==> config.mk <==
export PLATFORM = sky130hd
export DESIGN_NAME = i2s_receiver_flat
export DESIGN_NICKNAME = d
export VERILOG_FILES = /design/src/rtl/i2s_pkg.sv /design/src/rtl/i2s_receiver_if.sv /design/src/rtl/i2s_rx_deser.sv /design/src/rtl/i2s_receiver.sv /design/src/flat_wrapper.sv
export SDC_FILE = /design/constraint.sdc
export NUM_CORES = 1
export LEC_CHECK = 0
export CAP_MARGIN = 20
export CORE_MARGIN = 3
export CORE_UTILIZATION = 56
export DETAILED_ROUTE_END_ITERATION = 8
export GPL_TIMING_DRIVEN = 0
export PLACE_DENSITY = 0.79
export SYNTH_ARGS = -nofsm -noshare
export SYNTH_HDL_FRONTEND = slang
export SYNTH_SLANG_ARGS = --single-unit
==> constraint.sdc <==
create_clock -name serial_clk -period 2.2 [get_ports serial_clk]
set_input_delay 0.33 -clock serial_clk [delete_from_list [all_inputs] [get_ports serial_clk]]
set_output_delay 0.33 -clock serial_clk [all_outputs]
set_load 0.01 [all_outputs]
==> src/rtl/i2s_pkg.sv <==
// rtl/i2s_pkg.sv - shared constants and types for the I2S receive path
package i2s_pkg;

    localparam int I2S_SLOT_WIDTH   = 32;
    localparam int I2S_SAMPLE_WIDTH = 24;

    typedef enum logic [1:0] {
        SYNC,
        LEFT,
        RIGHT
    } i2s_rx_state_t;

    typedef enum logic {
        CH_LEFT  = 1'b0,
        CH_RIGHT = 1'b1
    } i2s_ch_t;

endpackage

==> src/rtl/i2s_receiver_if.sv <==
// rtl/i2s_receiver_if.sv - I2S serial inputs and parallel sample outputs of the receiver
interface i2s_receiver_if #(
    parameter int SAMPLE_WIDTH = i2s_pkg::I2S_SAMPLE_WIDTH,
    parameter int SLOT_WIDTH   = i2s_pkg::I2S_SLOT_WIDTH
);

    logic                              word_select;
    logic                              sound_bit_in;
    logic [SAMPLE_WIDTH-1:0]           left_sample;
    logic [SAMPLE_WIDTH-1:0]           right_sample;
    logic                              sample_valid;
    logic [$clog2(2*SLOT_WIDTH)-1:0]   bit_counter;
    logic                              frame_error;

    modport master (
        output word_select, sound_bit_in,
        input  left_sample, right_sample, sample_valid, bit_counter, frame_error
    );

    modport slave (
        input  word_select, sound_bit_in,
        output left_sample, right_sample, sample_valid, bit_counter, frame_error
    );

endinterface

==> src/rtl/i2s_rx_deser.sv <==
// rtl/i2s_rx_deser.sv - MSB-first indexed capture of one channel slot plus its bit count
module i2s_rx_deser
    import i2s_pkg::*;
#(
    parameter int SAMPLE_WIDTH = I2S_SAMPLE_WIDTH,
    parameter int SLOT_WIDTH   = I2S_SLOT_WIDTH
) (
    input  logic                    clk,
    input  logic                    rst_n,
    input  logic                    capture,
    input  logic                    clear,
    input  logic                    bit_in,
    output logic [SAMPLE_WIDTH-1:0] work_next,
    output logic                    len_ok
);

    localparam int CW = $clog2(SLOT_WIDTH) + 1;
    localparam logic [CW-1:0] CNT_MAX = '1;

    logic [CW-1:0]           ch_cnt;
    logic [SAMPLE_WIDTH-1:0] work;

    // work_next includes this edge's bit so a closing WS edge hands over a complete word
    always_comb begin
        work_next = work;
        for (int i = 0; i < SAMPLE_WIDTH; i++) begin
            if (capture && ch_cnt == CW'(SAMPLE_WIDTH - 1 - i)) begin
                work_next[i] = bit_in;
            end
        end
    end

    assign len_ok = (ch_cnt == CW'(SLOT_WIDTH - 1));

    always_ff @(posedge clk or negedge rst_n) begin
        if (!rst_n) begin
            work   <= '0;
            ch_cnt <= '0;
        end else if (clear) begin
            work   <= '0;
            ch_cnt <= '0;
        end else if (capture) begin
            work <= work_next;
            if (ch_cnt != CNT_MAX) begin
                ch_cnt <= ch_cnt + 1'b1;
            end
        end
    end

endmodule

==> src/rtl/i2s_receiver.sv <==
// rtl/i2s_receiver.sv - I2S receiver top: WS framing FSM, sample delivery; I2S_RX_FRAME_CHECK_EN adds slot-length checking
module i2s_receiver
    import i2s_pkg::*;
#(
    parameter int SAMPLE_WIDTH = I2S_SAMPLE_WIDTH,
    parameter int SLOT_WIDTH   = I2S_SLOT_WIDTH
) (
    input  logic           serial_clk,
    input  logic           reset,
    i2s_receiver_if.slave  rx
);

    localparam int BW = $clog2(2 * SLOT_WIDTH);

    i2s_rx_state_t           state, state_nxt;
    i2s_ch_t                 ws, ws_q;
    logic                    ws_rise, ws_fall, capture, len_ok, drop;
    logic [SAMPLE_WIDTH-1:0] work_next, left_hold, left_q, right_q;
    logic [BW-1:0]           bit_cnt_q;
    logic                    valid_q;

    assign ws      = i2s_ch_t'(rx.word_select);
    assign ws_rise = (ws == CH_RIGHT) && (ws_q == CH_LEFT);
    assign ws_fall = (ws == CH_LEFT)  && (ws_q == CH_RIGHT);
    assign capture = (state != SYNC);

    i2s_rx_deser #(
        .SAMPLE_WIDTH (SAMPLE_WIDTH),
        .SLOT_WIDTH   (SLOT_WIDTH)
    ) u_deser (
        .clk       (serial_clk),
        .rst_n     (reset),
        .capture   (capture),
        .clear     (ws_rise | ws_fall),
        .bit_in    (rx.sound_bit_in),
        .work_next (work_next),
        .len_ok    (len_ok)
    );

    always_ff @(posedge serial_clk or negedge reset) begin
        if (!reset) begin
            state <= SYNC;
        end else begin
            state <= state_nxt;
        end
    end

    always_comb begin
        state_nxt = state;
        case (state)
            SYNC:    if (ws_fall) state_nxt = LEFT;
            LEFT:    if (ws_rise) state_nxt = RIGHT;
            RIGHT:   if (ws_fall) state_nxt = LEFT;
            default: state_nxt = SYNC;
        endcase
    end

`ifdef I2S_RX_FRAME_CHECK_EN
    logic err_q, frame_err_q, bad_now;

    assign bad_now = capture && (ws_rise || ws_fall) && !len_ok;
    assign drop    = err_q || bad_now;

    // error is sticky across the left slot and resolved at the frame-closing WS fall
    always_ff @(posedge serial_clk or negedge reset) begin
        if (!reset) begin
            err_q       <= 1'b0;
            frame_err_q <= 1'b0;
        end else begin
            frame_err_q <= 1'b0;
            if (state == RIGHT && ws_fall) begin
                err_q       <= 1'b0;
                frame_err_q <= drop;
            end else if (bad_now) begin
                err_q <= 1'b1;
            end
        end
    end

    assign rx.frame_error = frame_err_q;
`else
    logic unused_len_ok;

    assign unused_len_ok  = len_ok;
    assign drop           = 1'b0;
    assign rx.frame_error = 1'b0;
`endif

    always_ff @(posedge serial_clk or negedge reset) begin
        if (!reset) begin
            ws_q      <= CH_LEFT;
            left_hold <= '0;
            left_q    <= '0;
            right_q   <= '0;
            valid_q   <= 1'b0;
            bit_cnt_q <= '0;
        end else begin
            ws_q    <= ws;
            valid_q <= 1'b0;
            if (state == LEFT && ws_rise) begin
                left_hold <= work_next;
            end
            if (state == RIGHT && ws_fall && !drop) begin
                left_q  <= left_hold;
                right_q <= work_next;
                valid_q <= 1'b1;
            end
            if (ws_fall || state == SYNC) begin
                bit_cnt_q <= '0;
            end else if (bit_cnt_q == BW'(2 * SLOT_WIDTH - 1)) begin
                bit_cnt_q <= '0;
            end else begin
                bit_cnt_q <= bit_cnt_q + 1'b1;
            end
        end
    end

    assign rx.left_sample  = left_q;
    assign rx.right_sample = right_q;
    assign rx.sample_valid = valid_q;
    assign rx.bit_counter  = bit_cnt_q;

endmodule

==> src/flat_wrapper.sv <==
// flat-port wrapper written by rule: the top's interface ports become plain ports
module i2s_receiver_flat import i2s_pkg::*;
#(
    parameter int SAMPLE_WIDTH = I2S_SAMPLE_WIDTH,
    parameter int SLOT_WIDTH   = I2S_SLOT_WIDTH
)
  (serial_clk, reset, rx_word_select, rx_sound_bit_in, rx_left_sample, rx_right_sample, rx_sample_valid, rx_bit_counter, rx_frame_error);
  i2s_receiver_if #(.SAMPLE_WIDTH(SAMPLE_WIDTH), .SLOT_WIDTH(SLOT_WIDTH)) rx_i ();
  input  logic serial_clk;
  input  logic reset;
  input wire logic [$bits(rx_i.word_select)-1:0] rx_word_select;
  input wire logic [$bits(rx_i.sound_bit_in)-1:0] rx_sound_bit_in;
  output wire logic [$bits(rx_i.left_sample)-1:0] rx_left_sample;
  output wire logic [$bits(rx_i.right_sample)-1:0] rx_right_sample;
  output wire logic [$bits(rx_i.sample_valid)-1:0] rx_sample_valid;
  output wire logic [$bits(rx_i.bit_counter)-1:0] rx_bit_counter;
  output wire logic [$bits(rx_i.frame_error)-1:0] rx_frame_error;
  assign rx_i.word_select = rx_word_select;
  assign rx_i.sound_bit_in = rx_sound_bit_in;
  assign rx_left_sample = rx_i.left_sample;
  assign rx_right_sample = rx_i.right_sample;
  assign rx_sample_valid = rx_i.sample_valid;
  assign rx_bit_counter = rx_i.bit_counter;
  assign rx_frame_error = rx_i.frame_error;
  i2s_receiver #(.SAMPLE_WIDTH(SAMPLE_WIDTH), .SLOT_WIDTH(SLOT_WIDTH)) u_core (.serial_clk(serial_clk), .reset(reset), .rx(rx_i));
endmodule
-- Word level (Yosys, flattened, before mapping)
Index checks and enable logic that the tools add are counted.
- register bits after elaboration: 112
- input port bits: 4
- output and inout bits: 56
- word-level logic and storage cells: 115
- add/subtract/negate cells: 2
- equality and inequality tests: 29
- muxes and demuxes: 35
- bitwise logic cells: 3
- reductions and logical operators: 37
- operators by type and width (cell ; number):
    $eq A6 B4 Y1 const B ; 8
    $eq A6 B5 Y1 const B ; 8
    $mux W24 ; 2
    $mux W6 ; 5
    $logic_and A1 B1 Y1 ; 28
    $mux W1 ; 25
    $eq A6 B3 Y1 const B ; 4
    $add A6 B1 Y6 const B ; 2
    $eq A6 B2 Y1 const B ; 2
    $eq A6 B1 Y1 const B ; 1
    $eq A6 B6 Y1 const B ; 1
    $logic_not A6 Y1 ; 1
    $ne A6 B6 Y1 const B ; 1
    $reduce_bool A2 Y1 ; 3
    $mux W2 ; 2
    $ne A2 B1 Y1 const B ; 2
    $pmux W2 S2 ; 1
    $reduce_and A2 Y1 ; 2
    $eq A2 B1 Y1 const B ; 1
    $eq A2 B2 Y1 const B ; 1
    $logic_not A2 Y1 ; 1
    $not A1 Y1 ; 2
    $reduce_or A2 Y1 ; 1
    $logic_or A1 B1 Y1 ; 1
    $or A1 B1 Y1 ; 1

-- Logic depth before layout (Yosys ltp)
- depth after elaboration: 5
- depth in mapped cells: 7
- mapped depth without buffers: 5

-- Modules after synthesis
From an unflattened synthesis, not the netlist that was laid out.
- cells, all modules: 384
- area total of the unflattened synthesis: 5165.0 um^2
- modules (own cells, without submodules) (module ; instances ; cells each ; area an instance (um^2) ; seq. area each (um^2)):
    i2s_receiver ; 1 ; 196 ; 3206.8 ; 2052.0
    i2s_rx_deser ; 1 ; 188 ; 1958.1 ; 750.7

-- Worst setup path before layout
No wires, ideal clock.
- path type: register to register
- from: reg u_core.u_deser.ch_cnt[0]
- to: reg u_core.u_deser.work[7]
- library setup time: 0.136 ns
- arrival: 1.658 ns
- data required time: 2.064 ns
- path slack: 0.406 ns
- stages on the path, launching flop included: 8
- path buffers: 2
- clock period less this slack: 1.794 ns
- cells stage by stage: dfrtp_1 inv_1 ha_1 buf_4 or3b_1 buf_2 o311ai_2 o41ai_2
- word-level cells in the longest chain between the ends: 5
- RTL lines (element ; line ; RTL):
    start: declaration ; i2s_rx_deser.sv:20 ; logic [CW-1:0] ch_cnt;
    start signal: assignment ; i2s_rx_deser.sv:45 ; ch_cnt <= ch_cnt + 1'b1;
    $eq A6 B5 Y1 ; i2s_rx_deser.sv:27 ; if (capture && ch_cnt == CW'(SAMPLE_WIDTH - 1 - i)) begin
    $logic_and A1 B1 Y1 ; i2s_rx_deser.sv:27 ;
    $mux W1 ; i2s_rx_deser.sv:27 ;
    $mux W24 ; i2s_rx_deser.sv:42 ; end else if (capture) begin
    $mux W24 ; i2s_rx_deser.sv:39 ; end else if (clear) begin
    end signal: assignment ; i2s_rx_deser.sv:43 ; work <= work_next;
    end: declaration ; i2s_rx_deser.sv:21 ; logic [SAMPLE_WIDTH-1:0] work;
Every way passes these cells. The select of a mux whose other input is x is not followed.
A chain may end at the register's enable or synchronous reset.

-- Worst setup path after layout
- from: reg u_core.u_deser.ch_cnt[1]
- to: reg u_core.right_q[4], in the netlist u_core.rx.right_sample[4]
- word-level cells in the longest chain between the ends: 3
- RTL lines (element ; line ; RTL):
    $eq A6 B5 Y1 ; i2s_rx_deser.sv:27 ;
    $logic_and A1 B1 Y1 ; i2s_rx_deser.sv:27 ;
    $mux W1 ; i2s_rx_deser.sv:27 ;
    end signal: assignment ; i2s_receiver.sv:105 ; right_q <= work_next;
    end: declaration ; i2s_receiver.sv:18 ; logic [SAMPLE_WIDTH-1:0] work_next, left_hold, left_q, right_q;
Every way passes these cells.

==> out/results.txt <==
Outcome: completed
Post-synthesis sequential area ratio: 51.95%
Multi-input gate area: 0.002238 mm^2
DRT met1 WL: 6041 um
Yosys top cell area share: 51.95%
Synth area leader: dfrtp_1
Num rows: 35
Effective utilization at floorplan: 58.11%
Main synth FF type: dfrtp_1
Pin count of the biggest net entering global routing: 66
Final period util: 92.69%
CTS Sinks: 112
Crit-path max FO: 10
Crit Path Class: reg -> reg
Fin nets: 558
Final core occ: 68.88%
Initial antenna violation count: 0
Setup Viol. Count Final: 0
Number of antenna diodes: 0
H-tree depth: 3
Post-synth ARST share: 100.0%
Met3 wire length: 777 um
DRT antenna net count: 0
Hold WS: 0.4521 ns
CTS tree: yes
Top Family by Delay on Critical Path: buffers and inverters
Pwr Density: 1160 mW/mm^2
Final period demand of the worst path: 2.039 ns
Dpl hpwl: 9884 um
Core box area: 0.009284 mm^2
WP data required: 2.51 ns
Setup crit end kind: register
IO Pins: 60
#FFs+latches synth: 112
Clk root buf: clkbuf_8
Max-Slew Margin vs Limit: 55.55%
Critical Path, Cell by Cell: ha_1 > clkbuf_1 > nor3b_1 > nand4_1 > a31oi_1
RePlAce Congestion: 0.9090
Total grt overflow: 0
GRT Total Usage: 26.17%
Vias: 4384
Clock Path Buffers: 2
Max Cap Viol: 0
Largest cells by area after synthesis: dfrtp_1 52%, a31oi_1 5.8%, mux2_1 3.8%, o41ai_1 3.7%, nor2_1 3.6%
Port Buffers: 58
Critical-path top delay cell: clkbuf_1
Setup bufs post-CTS: 0
Tightest Pin Transition: 0.6667 ns
Unrepaired setup endpoints after global routing: no
Final hold vios: 0
Worst Path Buf+Inv: 1
Post-synth EDFFs: 0
Area taken by flip-flops and latches: 0.002804 mm^2
Leakage: 2.715 nW
Syn. warnings: 0
Layout cells sized above 1: 14.67%
Layout area overhead: 18.53%
Syn Area/Cell: 11.33 um^2
Syn_nets: 487
Worst skew pair latency: 0.38 ns
Crit path DAT: 2.35 ns
Cell Area, Synth: 0.005395 mm^2
Post-DR wirelength/cell: 20.27 um
Peak supply drop: 0.5818 mV
Distinct cells, synth: 53
Overall Power: 0.007419 W
DRC viols: 0
Pins Over Slew Limit: 0
Clock skew: 0.02054 ns
Worst hold path class: in -> reg
Total CTS buffers: 9
Element type at the critical path start: register
Vias in the first global route: 4456
Synth Instances: 476
Total wire length: 13810 um
CP max stage delay: 0.47 ns
# fillers: 719
DR iter-0 viols: 397
Post-DR vias/cell: 6.438
Full die area: 0.01085 mm^2
Width of the die: 104.2 um
DR WL met2: 6699 um
TritonRoute pass-1 iters: 5
Max frequency: 490.4 MHz
Clock-pin slew on the worst setup and hold paths: 0.12 ns
First-pass GRT wire length: 22850 um
Die height: 104.2 um
Highest metal used: met4
[placed cells by master, fill, tap and decap left out, drive strengths merged, types with 2 or more instances in the layout]
| cell | n |
|---|---|
| nor2 | 53 |
| clkinv | 2 |
| nor3 | 2 |
| or2 | 2 |
| nand2b | 2 |
| buf | 42 |
| clkdlybuf4s50 | 57 |
| dfrtp | 112 |
| o41ai | 24 |
| clkbuf | 26 |
| or4b | 4 |
| o21ai | 3 |
| o2111ai | 2 |
| and3b | 4 |
| xor2 | 3 |
| nand2 | 7 |
| mux2i | 2 |
| o31ai | 24 |
| o311ai | 24 |
| and3 | 3 |
| nand3 | 9 |
| inv | 11 |
| a21oi | 3 |
| nand4 | 20 |
| ha | 7 |
| nand3b | 8 |
| nor3b | 4 |
| mux2 | 24 |
| a31oi | 50 |
| or3b | 4 |
[kinds of logic (layout without fill, tap and decap cells)]
family / Yosys count / in the layout / share of synthesized area (%)
muxes: 26 / 26 / 5.380
xor gates and xnor gates: 4 / 4 / 0.6495
DFF: 112 / 112 / 51.95
AOI/OAI and AO/OA: 136 / 136 / 19.69
buffers and inverters: 64 / 140 / 6.563
adders and majority gates: 7 / 7 / 1.623
other: 1 / 1 / 0.06951
and+or+nand+nor: 126 / 126 / 14.08
[repair_timing]
| item | in CTS | in global routing |
|---|---|---|
| hold buffers | 1 | 0 |
| setup endpoints to repair | 0 | 2 |
| gates resized for setup | 0 | 1 |
| endpoints found under the hold margin | 47 | 0 |
[synth_stat cells (2+ instances only)]
cell type / number
dfrtp_1: 112
nor2_1: 52
a31oi_1: 50
o41ai_1: 23
nand4_1: 20
buf_2: 19
mux2_1: 18
clkbuf_1: 16
o31ai_1: 16
o311ai_1: 15
buf_4: 12
inv_1: 8
nand3_1: 8
o311ai_0: 8
o31ai_2: 8
ha_1: 7
nand2_1: 7
buf_6: 6
mux2_2: 6
and3b_1: 4
nand3b_1: 4
nand3b_4: 4
or3b_1: 4
or4b_1: 4
a21oi_1: 3
and3_1: 3
buf_1: 3
nor3b_1: 3
o21ai_0: 3
xor2_1: 3
mux2i_1: 2
nor3_1: 2
o2111ai_1: 2
or2_1: 2
[layer usage]
metal | GRT usage (%) | up-vias
met3 | 3.352 | 22
met2 | 42.85 | 179
met5 | 0 | -
met4 | 10.83 | 0
met1 | 35.50 | 2219
li1 | - | 1964
[worst paths after layout]
kind                                                       startpoint                               endpoint  slack (ns)  cells after the start
max in group asynchronous                                       reset   u_core.u_deser.ch_cnt[0]$_DFFE_PN0P_        0.95                      3
min in group asynchronous                                       reset  u_core.rx.left_sample[19]$_DFFE_PN0P_        0.50                      2
worst min register to register  u_core.rx.left_sample[18]$_DFFE_PN0P_  u_core.rx.left_sample[18]$_DFFE_PN0P_        0.49                      1
worst max register to register   u_core.u_deser.ch_cnt[1]$_DFFE_PN0P_  u_core.rx.right_sample[4]$_DFFE_PN0P_        0.16                      5
worst min-delay path                                   rx_word_select                  u_core.ws_q$_DFF_PN0_        0.45                      1
worst max-delay path             u_core.u_deser.ch_cnt[1]$_DFFE_PN0P_  u_core.rx.right_sample[4]$_DFFE_PN0P_        0.16                      5
[cell type report]
type / instances / share of cell area [%]
Tap cell: 129 / 2.524
Inverter: 8 / 0.4696
Timing Repair Buffer: 60 / 9.626
Clock buffer: 10 / 2.152
Clock inverter: 6 / 1.311
Multi-Input combinational cell: 300 / 35.00
Sequential cell: 112 / 43.85
Buffer: 56 / 5.068
[state kept, by name, summed over array words and instances, names as in the netlist]
register                cells
u_core.left_hold           24
u_core.rx.left_sample      24
u_core.rx.right_sample     24
u_core.u_deser.work        24
u_core.rx.bit_counter       6
u_core.u_deser.ch_cnt       6
u_core.state                2
u_core.rx.sample_valid      1
u_core.ws_q                 1
[power breakdown]
| part | switching (W) | internal [W] | total [W] |
|---|---|---|---|
| Combinational | 0.00153 | 0.00139 | 0.00292 |
| Sequential | 0.000411 | 0.00275 | 0.00316 |
| Clock | 0.000756 | 0.000586 | 0.00134 |
| Total | 0.00269 | 0.00472 | 0.00742 |
[per-stage QoR]
stage | worst slack [ns] | TNS [ns] | cells | instance area [um^2]
after CTS | 0.1546 | 0 | 681 | 6394
after detailed placement | -0.06865 | -0.9677 | 664 | 6162
after global placement | -3.337 | -373.41 | 663 | 6137
final | 0.1607 | 0 | 681 | 6395
after floorplan | 0.4056 | 0 | 476 | 5395
after global routing | 0.01606 | 0 | 681 | 6395
(Power assumes the default switching activity.)
